[config.mk]
export PLATFORM = sky130hd
export DESIGN_NAME = instr_fetch
export DESIGN_NICKNAME = d
export VERILOG_FILES = /design/src/rtl/instr_fetch_pkg.sv /design/src/rtl/instr_fetch_fifo.sv /design/src/rtl/instr_fetch.sv
export SDC_FILE = /design/constraint.sdc
export NUM_CORES = 1
export LEC_CHECK = 0
export CAP_MARGIN = 20
export CORE_UTILIZATION = 25
export DETAILED_ROUTE_END_ITERATION = 10
export DONT_BUFFER_PORTS = 1
export SYNTH_ARGS = -nofsm -noshare
export SYNTH_HDL_FRONTEND = slang
export SYNTH_SLANG_ARGS = --single-unit
[constraint.sdc]
create_clock -name clk -period 9.2 [get_ports clk]
set_clock_uncertainty 0.1 [all_clocks]
set_input_delay 1.84 -clock clk [delete_from_list [all_inputs] [get_ports clk]]
set_output_delay 1.84 -clock clk [all_outputs]
set_load 0.1 [all_outputs]
[src/rtl/instr_fetch_pkg.sv]
// Shared types for the instruction fetch unit.
//   ADDR_W / INSTR_W : PC and instruction widths
//   fetch_state_t    : fetch FSM states
//   fetch_entry_t    : buffered fetch result {pc, instr}
package instr_fetch_pkg;

    localparam int ADDR_W  = 16;
    localparam int INSTR_W = 32;

    typedef enum logic [1:0] {
        IDLE,
        WAIT_GNT,
        WAIT_RSP,
        DRAIN
    } fetch_state_t;

    typedef struct packed {
        logic [ADDR_W-1:0]  pc;
        logic [INSTR_W-1:0] instr;
    } fetch_entry_t;

endpackage

[src/rtl/instr_fetch_fifo.sv]
// fetch_fifo: synchronous FIFO of fetch_entry_t with push/pop/clear.
//   clk, rst : clock, synchronous active-high reset
//   clear_i  : empties the FIFO (wins over push/pop)
//   push_i   : write entry_i (caller guarantees space)
//   pop_i    : drop head entry (caller guarantees non-empty)
//   head_o   : current head entry
//   count_o  : number of stored entries
module fetch_fifo
    import instr_fetch_pkg::*;
#(
    parameter int DEPTH = 2,
    parameter int CNT_W = $clog2(DEPTH) + 1
) (
    input  logic             clk,
    input  logic             rst,
    input  logic             clear_i,
    input  logic             push_i,
    input  fetch_entry_t     entry_i,
    input  logic             pop_i,
    output fetch_entry_t     head_o,
    output logic [CNT_W-1:0] count_o
);

    localparam int PTR_W = $clog2(DEPTH);

    fetch_entry_t     mem_q [DEPTH];
    fetch_entry_t     mem_d [DEPTH];
    logic [PTR_W-1:0] wr_ptr_q, wr_ptr_d;
    logic [PTR_W-1:0] rd_ptr_q, rd_ptr_d;
    logic [CNT_W-1:0] count_q, count_d;

    // DEPTH is a power of two, so pointers wrap naturally.
    always_comb begin
        mem_d    = mem_q;
        wr_ptr_d = wr_ptr_q;
        rd_ptr_d = rd_ptr_q;
        count_d  = count_q;
        if (clear_i) begin
            wr_ptr_d = '0;
            rd_ptr_d = '0;
            count_d  = '0;
        end else begin
            if (push_i) begin
                mem_d[wr_ptr_q] = entry_i;
                wr_ptr_d        = wr_ptr_q + PTR_W'(1);
            end
            if (pop_i) begin
                rd_ptr_d = rd_ptr_q + PTR_W'(1);
            end
            count_d = count_q + CNT_W'(push_i) - CNT_W'(pop_i);
        end
    end

    always_ff @(posedge clk) begin
        if (rst) begin
            for (int unsigned i = 0; i < DEPTH; i++) begin
                mem_q[i] <= '0;
            end
            wr_ptr_q <= '0;
            rd_ptr_q <= '0;
            count_q  <= '0;
        end else begin
            mem_q    <= mem_d;
            wr_ptr_q <= wr_ptr_d;
            rd_ptr_q <= rd_ptr_d;
            count_q  <= count_d;
        end
    end

    assign head_o  = mem_q[rd_ptr_q];
    assign count_o = count_q;

endmodule

[src/rtl/instr_fetch.sv]
// instr_fetch: single-outstanding instruction fetch unit with a small
// buffer of fetched {pc, instr} entries for decode.
//   pc_i / stall_en_o / flush_i     : program counter side (PC held while stall_en_o)
//   imem_req_o / imem_addr_o / imem_gnt_i / imem_rvalid_i / imem_rdata_i : memory side
//   instr_valid_o / instr_o / instr_pc_o / instr_ready_i                  : decode side
// Optional feature macro FETCH_BYPASS_EN: a response arriving while the buffer
// is empty is presented to decode in the same cycle.
module instr_fetch #(
    parameter int ADDR_W     = instr_fetch_pkg::ADDR_W,
    parameter int INSTR_W    = instr_fetch_pkg::INSTR_W,
    parameter int FIFO_DEPTH = 2
) (
    input  logic               clk,
    input  logic               rst,
    input  logic [ADDR_W-1:0]  pc_i,
    input  logic               flush_i,
    output logic               stall_en_o,
    output logic               imem_req_o,
    output logic [ADDR_W-1:0]  imem_addr_o,
    input  logic               imem_gnt_i,
    input  logic               imem_rvalid_i,
    input  logic [INSTR_W-1:0] imem_rdata_i,
    output logic               instr_valid_o,
    output logic [INSTR_W-1:0] instr_o,
    output logic [ADDR_W-1:0]  instr_pc_o,
    input  logic               instr_ready_i
);

    import instr_fetch_pkg::*;

    localparam int CNT_W = $clog2(FIFO_DEPTH) + 1;

    fetch_state_t       state_q, state_d;
    logic [ADDR_W-1:0]  pc_req_q, pc_req_d;
    logic [CNT_W-1:0]   fifo_count;
    logic [CNT_W-1:0]   count_after;
    fetch_entry_t       fifo_head;
    fetch_entry_t       push_entry;
    logic               fifo_valid;
    logic               rsp_live;
    logic               push;
    logic               pop;
    logic               req;
    logic               granted;

    assign fifo_valid = (fifo_count != '0);
    // A response that is actually kept: only in WAIT_RSP and not killed by a redirect.
    assign rsp_live   = !rst && (state_q == WAIT_RSP) && imem_rvalid_i && !flush_i;
    assign pop        = !rst && !flush_i && fifo_valid && instr_ready_i;
    assign push_entry = '{pc: pc_req_q, instr: imem_rdata_i};

`ifdef FETCH_BYPASS_EN
    logic bypass;
    assign bypass        = rsp_live && !fifo_valid;
    assign push          = rsp_live && !(bypass && instr_ready_i);
    assign instr_valid_o = fifo_valid || bypass;
    assign instr_o       = bypass ? imem_rdata_i : fifo_head.instr;
    assign instr_pc_o    = bypass ? pc_req_q     : fifo_head.pc;
`else
    assign push          = rsp_live;
    assign instr_valid_o = fifo_valid;
    assign instr_o       = fifo_head.instr;
    assign instr_pc_o    = fifo_head.pc;
`endif

    // Occupancy once this cycle's push/pop settle; a follow-on request is only
    // issued when its response is guaranteed a slot.
    assign count_after = fifo_count + CNT_W'(push) - CNT_W'(pop);

    always_comb begin
        state_d = state_q;
        req     = 1'b0;
        unique case (state_q)
            IDLE: begin
                req = !flush_i && (fifo_count < CNT_W'(FIFO_DEPTH));
                if (req) begin
                    state_d = imem_gnt_i ? WAIT_RSP : WAIT_GNT;
                end
            end
            WAIT_GNT: begin
                req = !flush_i;
                if (flush_i) begin
                    state_d = IDLE;
                end else if (imem_gnt_i) begin
                    state_d = WAIT_RSP;
                end
            end
            WAIT_RSP: begin
                if (flush_i) begin
                    // A response landing with the flush is the outstanding one, so
                    // nothing remains to drain.
                    state_d = imem_rvalid_i ? IDLE : DRAIN;
                end else if (imem_rvalid_i) begin
                    req = (count_after < CNT_W'(FIFO_DEPTH));
                    if (req) begin
                        state_d = imem_gnt_i ? WAIT_RSP : WAIT_GNT;
                    end else begin
                        state_d = IDLE;
                    end
                end
            end
            DRAIN: begin
                // Further flushes keep us here; only the stale response ends the drain.
                if (imem_rvalid_i) begin
                    state_d = IDLE;
                end
            end
            default: state_d = IDLE;
        endcase
        if (rst) begin
            req = 1'b0;
        end
    end

    assign granted  = req && imem_gnt_i;
    assign pc_req_d = granted ? pc_i : pc_req_q;

    always_ff @(posedge clk) begin
        if (rst) begin
            state_q  <= IDLE;
            pc_req_q <= '0;
        end else begin
            state_q  <= state_d;
            pc_req_q <= pc_req_d;
        end
    end

    assign imem_req_o  = req;
    assign imem_addr_o = pc_i;
    assign stall_en_o  = rst || (!granted && !flush_i);

    fetch_fifo #(
        .DEPTH (FIFO_DEPTH),
        .CNT_W (CNT_W)
    ) u_fifo (
        .clk     (clk),
        .rst     (rst),
        .clear_i (flush_i),
        .push_i  (push),
        .entry_i (push_entry),
        .pop_i   (pop),
        .head_o  (fifo_head),
        .count_o (fifo_count)
    );

endmodule

# Word-level counts from Yosys, hierarchy flattened
# Cells that the tools add are included.
# classes
add_sub_neg	4
n_mul	0
div	0
n_lt_le_gt_ge	5
eq_ne	7
n_shift	0
n_mux	20
bitwise_logic	3
n_reduce_logical	19
# op_table
cell	count
2-to-1 mux 48 bit	4
bitwise mux 96 bit	1
demux 48 bit (select 1 bit)	1
2-to-1 mux 2 bit	9
logical AND 1 bit	10
case mux 2 bit (4 select lines)	1
!= test 3 bit (second input constant)	2
== test 2 bit (second input constant)	2
>= comparator 2 bit (second input constant)	2
less-than comparator 2 bit (second input constant)	2
!= test 2 bit (second input constant)	2
inverter 1 -> 2 bit	2
AND reduction 4 bit	1
logical NOT 1 bit	3
2-to-1 mux 1 bit	3
case mux 1 bit (3 select lines)	1
adder 1 bit (second input constant)	2
adder 2 x 1 -> 2 bit	1
== test 2 x 1 -> 1 bit (second input constant)	1
logical NOT 2 bit	1
less-than comparator 2 x 1 -> 1 bit (second input constant)	1
AND reduction 2 bit	1
nonzero test 2 bit	1
OR reduction 2 bit	1
other kinds (3)	3
# totals
register_bits	118
latch_bits	0
mem_bits_rw	0
rom_bits	0
inputBits	54
word_cells	67
n_memories	0

# Longest topological paths before layout
# Gate-level depths: netlist (run 1).
# logic_depth
depth_word	15
mapped_depth	12
depth_no_buf	10

# Modules after synthesis
# Synthesis (run 1) repeated with hierarchy kept, for this count alone.
# unflattened
hier_cells	564
hier_area_um2	5803.1
# by_module_without_submodules
module	instances	cells_each	area_each_um2	seq_area_each_um2
fetch_fifo	1	436	4740.8	2001.9
instr_fetch	1	128	1062.3	360.3

# Worst setup path after synthesis (run 1)
# OpenSTA, ideal clock, no wires.
# synth_timing
kind	in2out
start	input flush_i
end	output stall_en_o
t_arrival_ps	4216
required_time_ps	7260
path_slack_ps	3044
stages	11
path_buffers	2
path_cell_list	buf_2 -> or2_1 -> buf_2 -> nor2_1 -> ha_1 -> inv_1 -> ha_1 -> xnor3_1 -> a32o_1 -> nand3_4 -> a21o_1
# synth_between
elab_chain_len	14
# synth_rtl
element	line	rtl
start: declaration	instr_fetch.sv:16	input logic flush_i,
logical NOT 1 bit	instr_fetch.sv:49	assign pop = !rst && !flush_i && fifo_valid && instr_ready_i;
logical AND 1 bit (3 in series)	instr_fetch.sv:49	
named net pop	instr_fetch.sv:42	logic pop;
subtractor 2 x 1 -> 2 bit	instr_fetch.sv:68	assign count_after = fifo_count + CNT_W'(push) - CNT_W'(pop);
less-than comparator 2 bit	instr_fetch.sv:94	req = (count_after < CNT_W'(FIFO_DEPTH));
2-to-1 mux 1 bit	instr_fetch.sv:93	end else if (imem_rvalid_i) begin
2-to-1 mux 1 bit	instr_fetch.sv:89	if (flush_i) begin
case mux 1 bit (3 select lines)	instr_fetch.sv:73	unique case (state_q)
2-to-1 mux 1 bit	instr_fetch.sv:110	if (rst) begin
logical AND 1 bit	instr_fetch.sv:115	assign granted = req && imem_gnt_i;
logical NOT 1 bit	instr_fetch.sv:130	assign stall_en_o = rst || (!granted && !flush_i);
logical AND 1 bit	instr_fetch.sv:130	
logical OR 1 bit	instr_fetch.sv:130	
end: declaration	instr_fetch.sv:17	output logic stall_en_o,
# The timed path passes the listed nets, and every way through them passes these cells.

# Final worst setup path (run 1)
# Same ends and word-level chain as after synthesis.

==> run summary, run 1 <==
Worst R2R End - pc_req_q[7]
diode count - 0
Synth Warn # - 0
dpl ws - 2.91 ns
Synth Flop Type - dfxtp_1
GR Util met1 - 0.128
P per Cell Area - 226 nW/µm²
clock buffer depth - 2
netlist area before placement - 5420 µm²
status - complete, no violations
worst hold path depth - 2
worst setup margin - 2.93 ns
Tightest Hold Check Type - flop to flop
RSZ-0062 raised after global routing - false
height of the die - 149 µm
Post-Layout Cell Count - 860
Hold Crit Start - pc_req_q[2]
Worst Setup End Kind - primary output
setup TNS - 0 ns
HPWL Detailed - 6.46 mm
setup bufs post-CTS - 0
Critical Path Start Type - input port
CTS buffer count - 17
crit path time final - 6.27 ns
GRT Total Usage - 0.104
Post-Syn Nets - 667
Fmax - 160 MHz
Rows - 53
Root Buffer - clkbuf_16
placed cell area - 5410 µm²
most frequent cells in the layout - nand2b_1 (130), dfxtp_1 (117), nand2_1 (100)
post-route ant nets - 0
initial drt markers - 170
dpl cells - 829
PostCTS Resize Cnt - 0
CTS clk-pin slew, worst paths - 0.05 ns
final period utilization - 0.681
fin area - 6080 µm²
layout cells sized above 1 - 0.147
vias - 3675
Hold EP - u_fifo.mem_q[34]
Seq cells post-synth - 118
chip width - 149 µm
EDFF count, synth - 0
H-Tree Depth - 4
met3 Use GR - 0.0446
CTS tree - yes
Distinct cells, synth - 35
worst r2r src - u_fifo.count_o[1]
# DRC - 0
DIE AREA - 22300 µm²
busiest metal layer after global routing - met2
final hold violations - 0
Mapped Cells - 611
WL/cell - 12.8 µm
Lkg Pwr - 0.00221 µW
pin count of the biggest net entering global routing - 134
Initial Util - 0.256
Avg Vias per Cell - 4.27
endpoints failing setup - 0
nets - 629
Clock Latency Late Sink - 0.41 ns
initial antenna violation count - 0
worst relative slew slack - 0.366
Core Region - 21200 µm²
Max Cap Viol - 0
total wire length - 11.0 mm
Worst EP arrival - 4.33 ns
I/O Buffers - 0
first-pass GRT wire length - 17.8 mm
Area Overhead vs Synth - 12.4%
grt met2 use - 0.153
Setup CP Type - input port to primary output
Max Fanout on Critical Path - 17
# hold bufs at CTS - 0
Avg Cell Area, Syn - 8.86 µm²
Worst Reg2Reg Path Length in Cells - 10
num ports - 121
leading cell type in the layout, fill and taps excluded - nand2b_1
VDD IR max - 0.106 mV
Seq/Total Area, Yosys - 0.436
First-pass DRT Iterations - 4
final core occ - 0.288
Worst-Margin Slew - 0.958 ns
FFs w/ async S/R, synth - 0
Sink Count - 118
fin. max-slew vios - 0
total grt overflow - 0
worst endpoint required time - 7.26 ns
GPL Wtd Cong - 0.720
vias in the first global route - 3391
R2R Setup Slk - 6.36 ns
[registers in the layout, indices dropped and copies added, names as in the netlist]
| signal | flops |
|---|---|
| state_q | 2 |
| u_fifo.mem_q | 96 |
| u_fifo.count_o | 2 |
| pc_req_q | 16 |
| u_fifo.rd_ptr_q | 1 |
| u_fifo.wr_ptr_q | 1 |
[synthesized netlist by cell type (7+ instances only)]
library cell  instances  area share
buf_6                 9       0.019
clkbuf_1             22       0.015
nand2_1             100       0.069
nand2b_1            130        0.15
inv_1                 7      0.0049
buf_4                17       0.024
o21ai_0              81       0.075
o21ai_1              19       0.018
dfxtp_1             118        0.44
nor2_1                8      0.0055
mux2_2               48        0.10
mux2i_1              16       0.030
[worst max path at each step]
stage,start,endpoint,cells past startpoint
after detailed placement,flush_i,stall_en_o,9
after global placement,flush_i,stall_en_o,9
final,flush_i,stall_en_o,9
after global routing,flush_i,stall_en_o,9
after CTS,flush_i,stall_en_o,9
after floorplan,flush_i,stall_en_o,11
[cell type report]
cell class / instances / area (µm²)
clock buffer: 22 / 484
clock inverter: 9 / 195
multi-input combinational: 426 / 2650
timing repair buffer: 3 / 22.5
fill: 2269 / 15100
inverter: 7 / 26.3
tap: 275 / 344
sequential: 118 / 2360
[power breakdown]
group	switching [µW]	internal, µW
clock	231	534
sequential	8.19	521
combinational	59.3	24.1
total	299	1080
[logic make-up after synthesis]
logic type               synth area share
adder cells (fa/ha/maj)           0.00462
AO/OA/AOI/OAI                       0.103
buffers and inverters              0.0746
AND/OR/NAND/NOR                     0.245
XOR/XNOR                          0.00739
multiplexers                        0.129
flip-flops                          0.436
[critical path: stages]
cell	delay, ns
or2_1	0.35
nor2_1	0.15
ha_1	0.23
inv_1	0.05
ha_1	0.14
xnor3_1	0.25
a32o_1	0.27
nand3_4	0.29
a21o_1	0.74
[layer usage]
layer,vias up,wire (µm)
met3,15,827
met4,0,196
li1,1910,-
met5,-,0
met2,80,4830
met1,1670,5170
[through the flow]
stage,hold WS (ns),power (µW)
4_1_cts,0.357,1410
5_1_grt,0.379,1440
6_report,0.358,1380
3_3_place_gp,0.348,624
3_5_place_dp,0.352,624
2_1_floorplan,0.339,657
Note: power is estimated with default switching activity, not from simulation.
==> inputs of run 2 (changes only) <==
--- a/config.mk
+++ b/config.mk
@@ -5,6 +5,7 @@
 export SDC_FILE = /design/constraint.sdc
 export NUM_CORES = 1
 export LEC_CHECK = 0
+export ABC_AREA = 1
 export CAP_MARGIN = 20
 export CORE_UTILIZATION = 25
 export DETAILED_ROUTE_END_ITERATION = 10
==> constraint.sdc (replaced) <==
create_clock -name clk -period 6.1 [get_ports clk]
set_clock_uncertainty 0.1 [all_clocks]
set_input_delay 1.22 -clock clk [delete_from_list [all_inputs] [get_ports clk]]
set_output_delay 1.22 -clock clk [all_outputs]
set_load 0.1 [all_outputs]
==> run summary, run 2 <==
status - complete, no violations
Setup CP Type - input port to primary output
H-Tree Depth - 4
pin count of the biggest net entering global routing - 69
Fmax - 218 MHz
chip width - 149 µm
R2R Setup Slk - 3.44 ns
fillers - 2229
sequential cell area - 2370 µm²
Hold EP - u_fifo.mem_q[87]
crit path time final - 4.58 ns
Avg Vias per Cell - 4.33
# hold bufs at CTS - 0
vias - 4261
endpoints failing setup - 0
Initial Util - 0.256
Root Buffer - clkbuf_16
Seq cells post-synth - 118
Area contributors post-synth - dfxtp_1 (44%), nand2_1 (15%), inv_1 (7.8%), o31ai_1 (6.7%), o21ai_0 (5.3%)
biggest regs - u_fifo.mem_q x96, pc_req_q x16
leading cell type in the layout, fill and taps excluded - nand2_1
worst hold path depth - 2
most numerous cell in the Yosys netlist - nand2_1
post-route ant nets - 0
Core Region - 21000 µm²
met3 WL - 628 µm
CTS buffer count - 17
final hold violations - 0
worst r2r src - u_fifo.count_o[1]
Post-Syn Nets - 790
WL met2 - 5.73 mm
Area Overhead vs Synth - 14.9%
Buf/Inv on CP - 4
First-pass DRT Iterations - 5
Worst R2R End - pc_req_q[0]
cell accounting for the most synthesized area - dfxtp_1
Mapped Cells - 734
EDFF count, synth - 0
worst endpoint required time - 4.78 ns
P per Cell Area - 328 nW/µm²
Lkg Pwr - 0.00231 µW
worst relative slew slack - 0.232
max layer used - met4
first-pass GRT wire length - 20.2 mm
CTS tree - yes
Worst Reg2Reg Path Length in Cells - 16
I/O Buffers - 0
FFs w/ async S/R, synth - 0
CTS clk-pin slew, worst paths - 0.06 ns
Largest register FFs - 96
PostCTS Resize Cnt - 0
height of the die - 149 µm
Synth Warn # - 0
WL/cell - 12.6 µm
initial drt markers - 166
setup bufs post-CTS - 0
Max Cap Viol - 0
Clock Latency Late Sink - 0.41 ns
num ports - 121
vias in the first global route - 3925
initial antenna violation count - 0
worst-path cell chain - nor2_1, inv_1, nor2_1, ha_1, inv_1, ha_1, inv_1, nand2_1, nand3_2, nand2_4, nand3_4, nand2_1, nand2_1, buf_4
GPL Wtd Cong - 0.787
Synth Flop Type - dfxtp_1
HPWL Detailed - 7.75 mm
Synth top area share - 0.439
Reg with most FFs - u_fifo.mem_q
GRT Total Usage - 0.119
RSZ-0062 raised after global routing - false
Largest delay share family, worst path - simple AND/OR/NAND/NOR gates
crit-path max cell delay - 0.26 ns
total power - 2020 µW
Rows - 53
# DRC - 0
fin. max-slew vios - 0
Avg Cell Area, Syn - 7.32 µm²
Worst Setup End Kind - primary output
Tightest Hold Check Type - flop to flop
Distinct cells, synth - 26
Hold Crit Start - pc_req_q[7]
clock buffer depth - 2
setup TNS - 0 ns
final period utilization - 0.751
dpl ws - 1.51 ns
netlist area before placement - 5380 µm²
Worst-Margin Slew - 1.15 ns
total grt overflow - 0
Critical Path Start Type - input port
Seq/Total Area, Yosys - 0.439
diode count - 0
DIE AREA - 22100 µm²
total wire length - 12.4 mm
layout cells sized above 1 - 0.162
area occupied by multi-input gates - 2390 µm²
Worst setup startpoint - rst
worst setup margin - 1.52 ns
Crit-path slowest cell - buf_4
Max Fanout on Critical Path - 67
commonest cells in the netlist - nand2_1 (210), dfxtp_1 (118), inv_1 (112), o21ai_0 (57), o31ai_1 (48)
Worst EP arrival - 3.26 ns
Sink Count - 118
VDD IR max - 0.141 mV
nets - 752
met1 WL - 5.88 mm
most frequent cells in the layout - nand2_1 (210), dfxtp_1 (117), inv_1 (112)
[run 2: cell types whose count changed after synthesis, sizes merged, moves of 7 or more]
cell	previous run	this run
nand2b	130	0
nand2	100	212
inv	7	114
mux2	48	0
o31ai	0	48
nor2	8	42
a211oi	0	17
nand4	0	17
mux2i	16	0
o21ai	100	84
buf	36	44
nand3	1	8
[run 2: layer usage]
layer  up-vias  track usage
met4         0       0.0603
met5         -            0
li1       2272            -
met3         8       0.0334
met2       100        0.185
met1      1881        0.148
[run 2: through the flow]
| step | hold WS, ns | cells | area (µm²) | utilization |
|---|---|---|---|---|
| final | 0.351 | 984 | 6180 | 0.294 |
| after global routing | 0.386 | 984 | 6180 | 0.294 |
| after CTS | 0.355 | 984 | 6180 | 0.294 |
| after detailed placement | 0.341 | 952 | 5600 | 0.266 |
| after global placement | 0.339 | 952 | 5600 | 0.266 |
| after floorplan | 0.328 | 734 | 5380 | - |
[run 2: worst reg2reg max path: cells and delay by family, from the launching register on]
| kind | cells | cell delay, ns |
|---|---|---|
| adder cells (fa/ha/maj) | 2 | 0.39 |
| flip-flops | 1 | 0.34 |
| buffers and inverters | 5 | 0.52 |
| AND/OR/NAND/NOR | 9 | 1.24 |
[run 2: how the worst max path moves through the flow]
| stage | to | slack (ns) | cells after the start |
|---|---|---|---|
| final | stall_en_o | 1.52 | 14 |
| after global routing | stall_en_o | 1.31 | 14 |
| after CTS | stall_en_o | 1.50 | 14 |
| after detailed placement | stall_en_o | 1.51 | 14 |
| after global placement | stall_en_o | 1.55 | 14 |
| after floorplan | imem_req_o | 0.91 | 10 |
[run 2: cell families after synthesis]
group	Yosys count	synth area share
AND/OR/NAND/NOR	280	0.216
buffers and inverters	179	0.150
AO/OA/AOI/OAI	155	0.190
flip-flops	118	0.439
adder cells (fa/ha/maj)	2	0.00465
[run 2: cell type report]
cell class | instances | share of cell area
clock buffers | 18 | 0.0694
clock inverters | 14 | 0.0243
inverters | 114 | 0.0692
multi-input cells | 437 | 0.387
flip-flops and latches | 118 | 0.383
well taps | 275 | 0.0557
repair buffers | 8 | 0.0117
[run 2: report_power, final]
group	internal (µW)	switching, µW	leakage (µW)
sequential	796	12.3	0.000954
clock	603	382	0.000273
combinational	46.0	185	0.00108
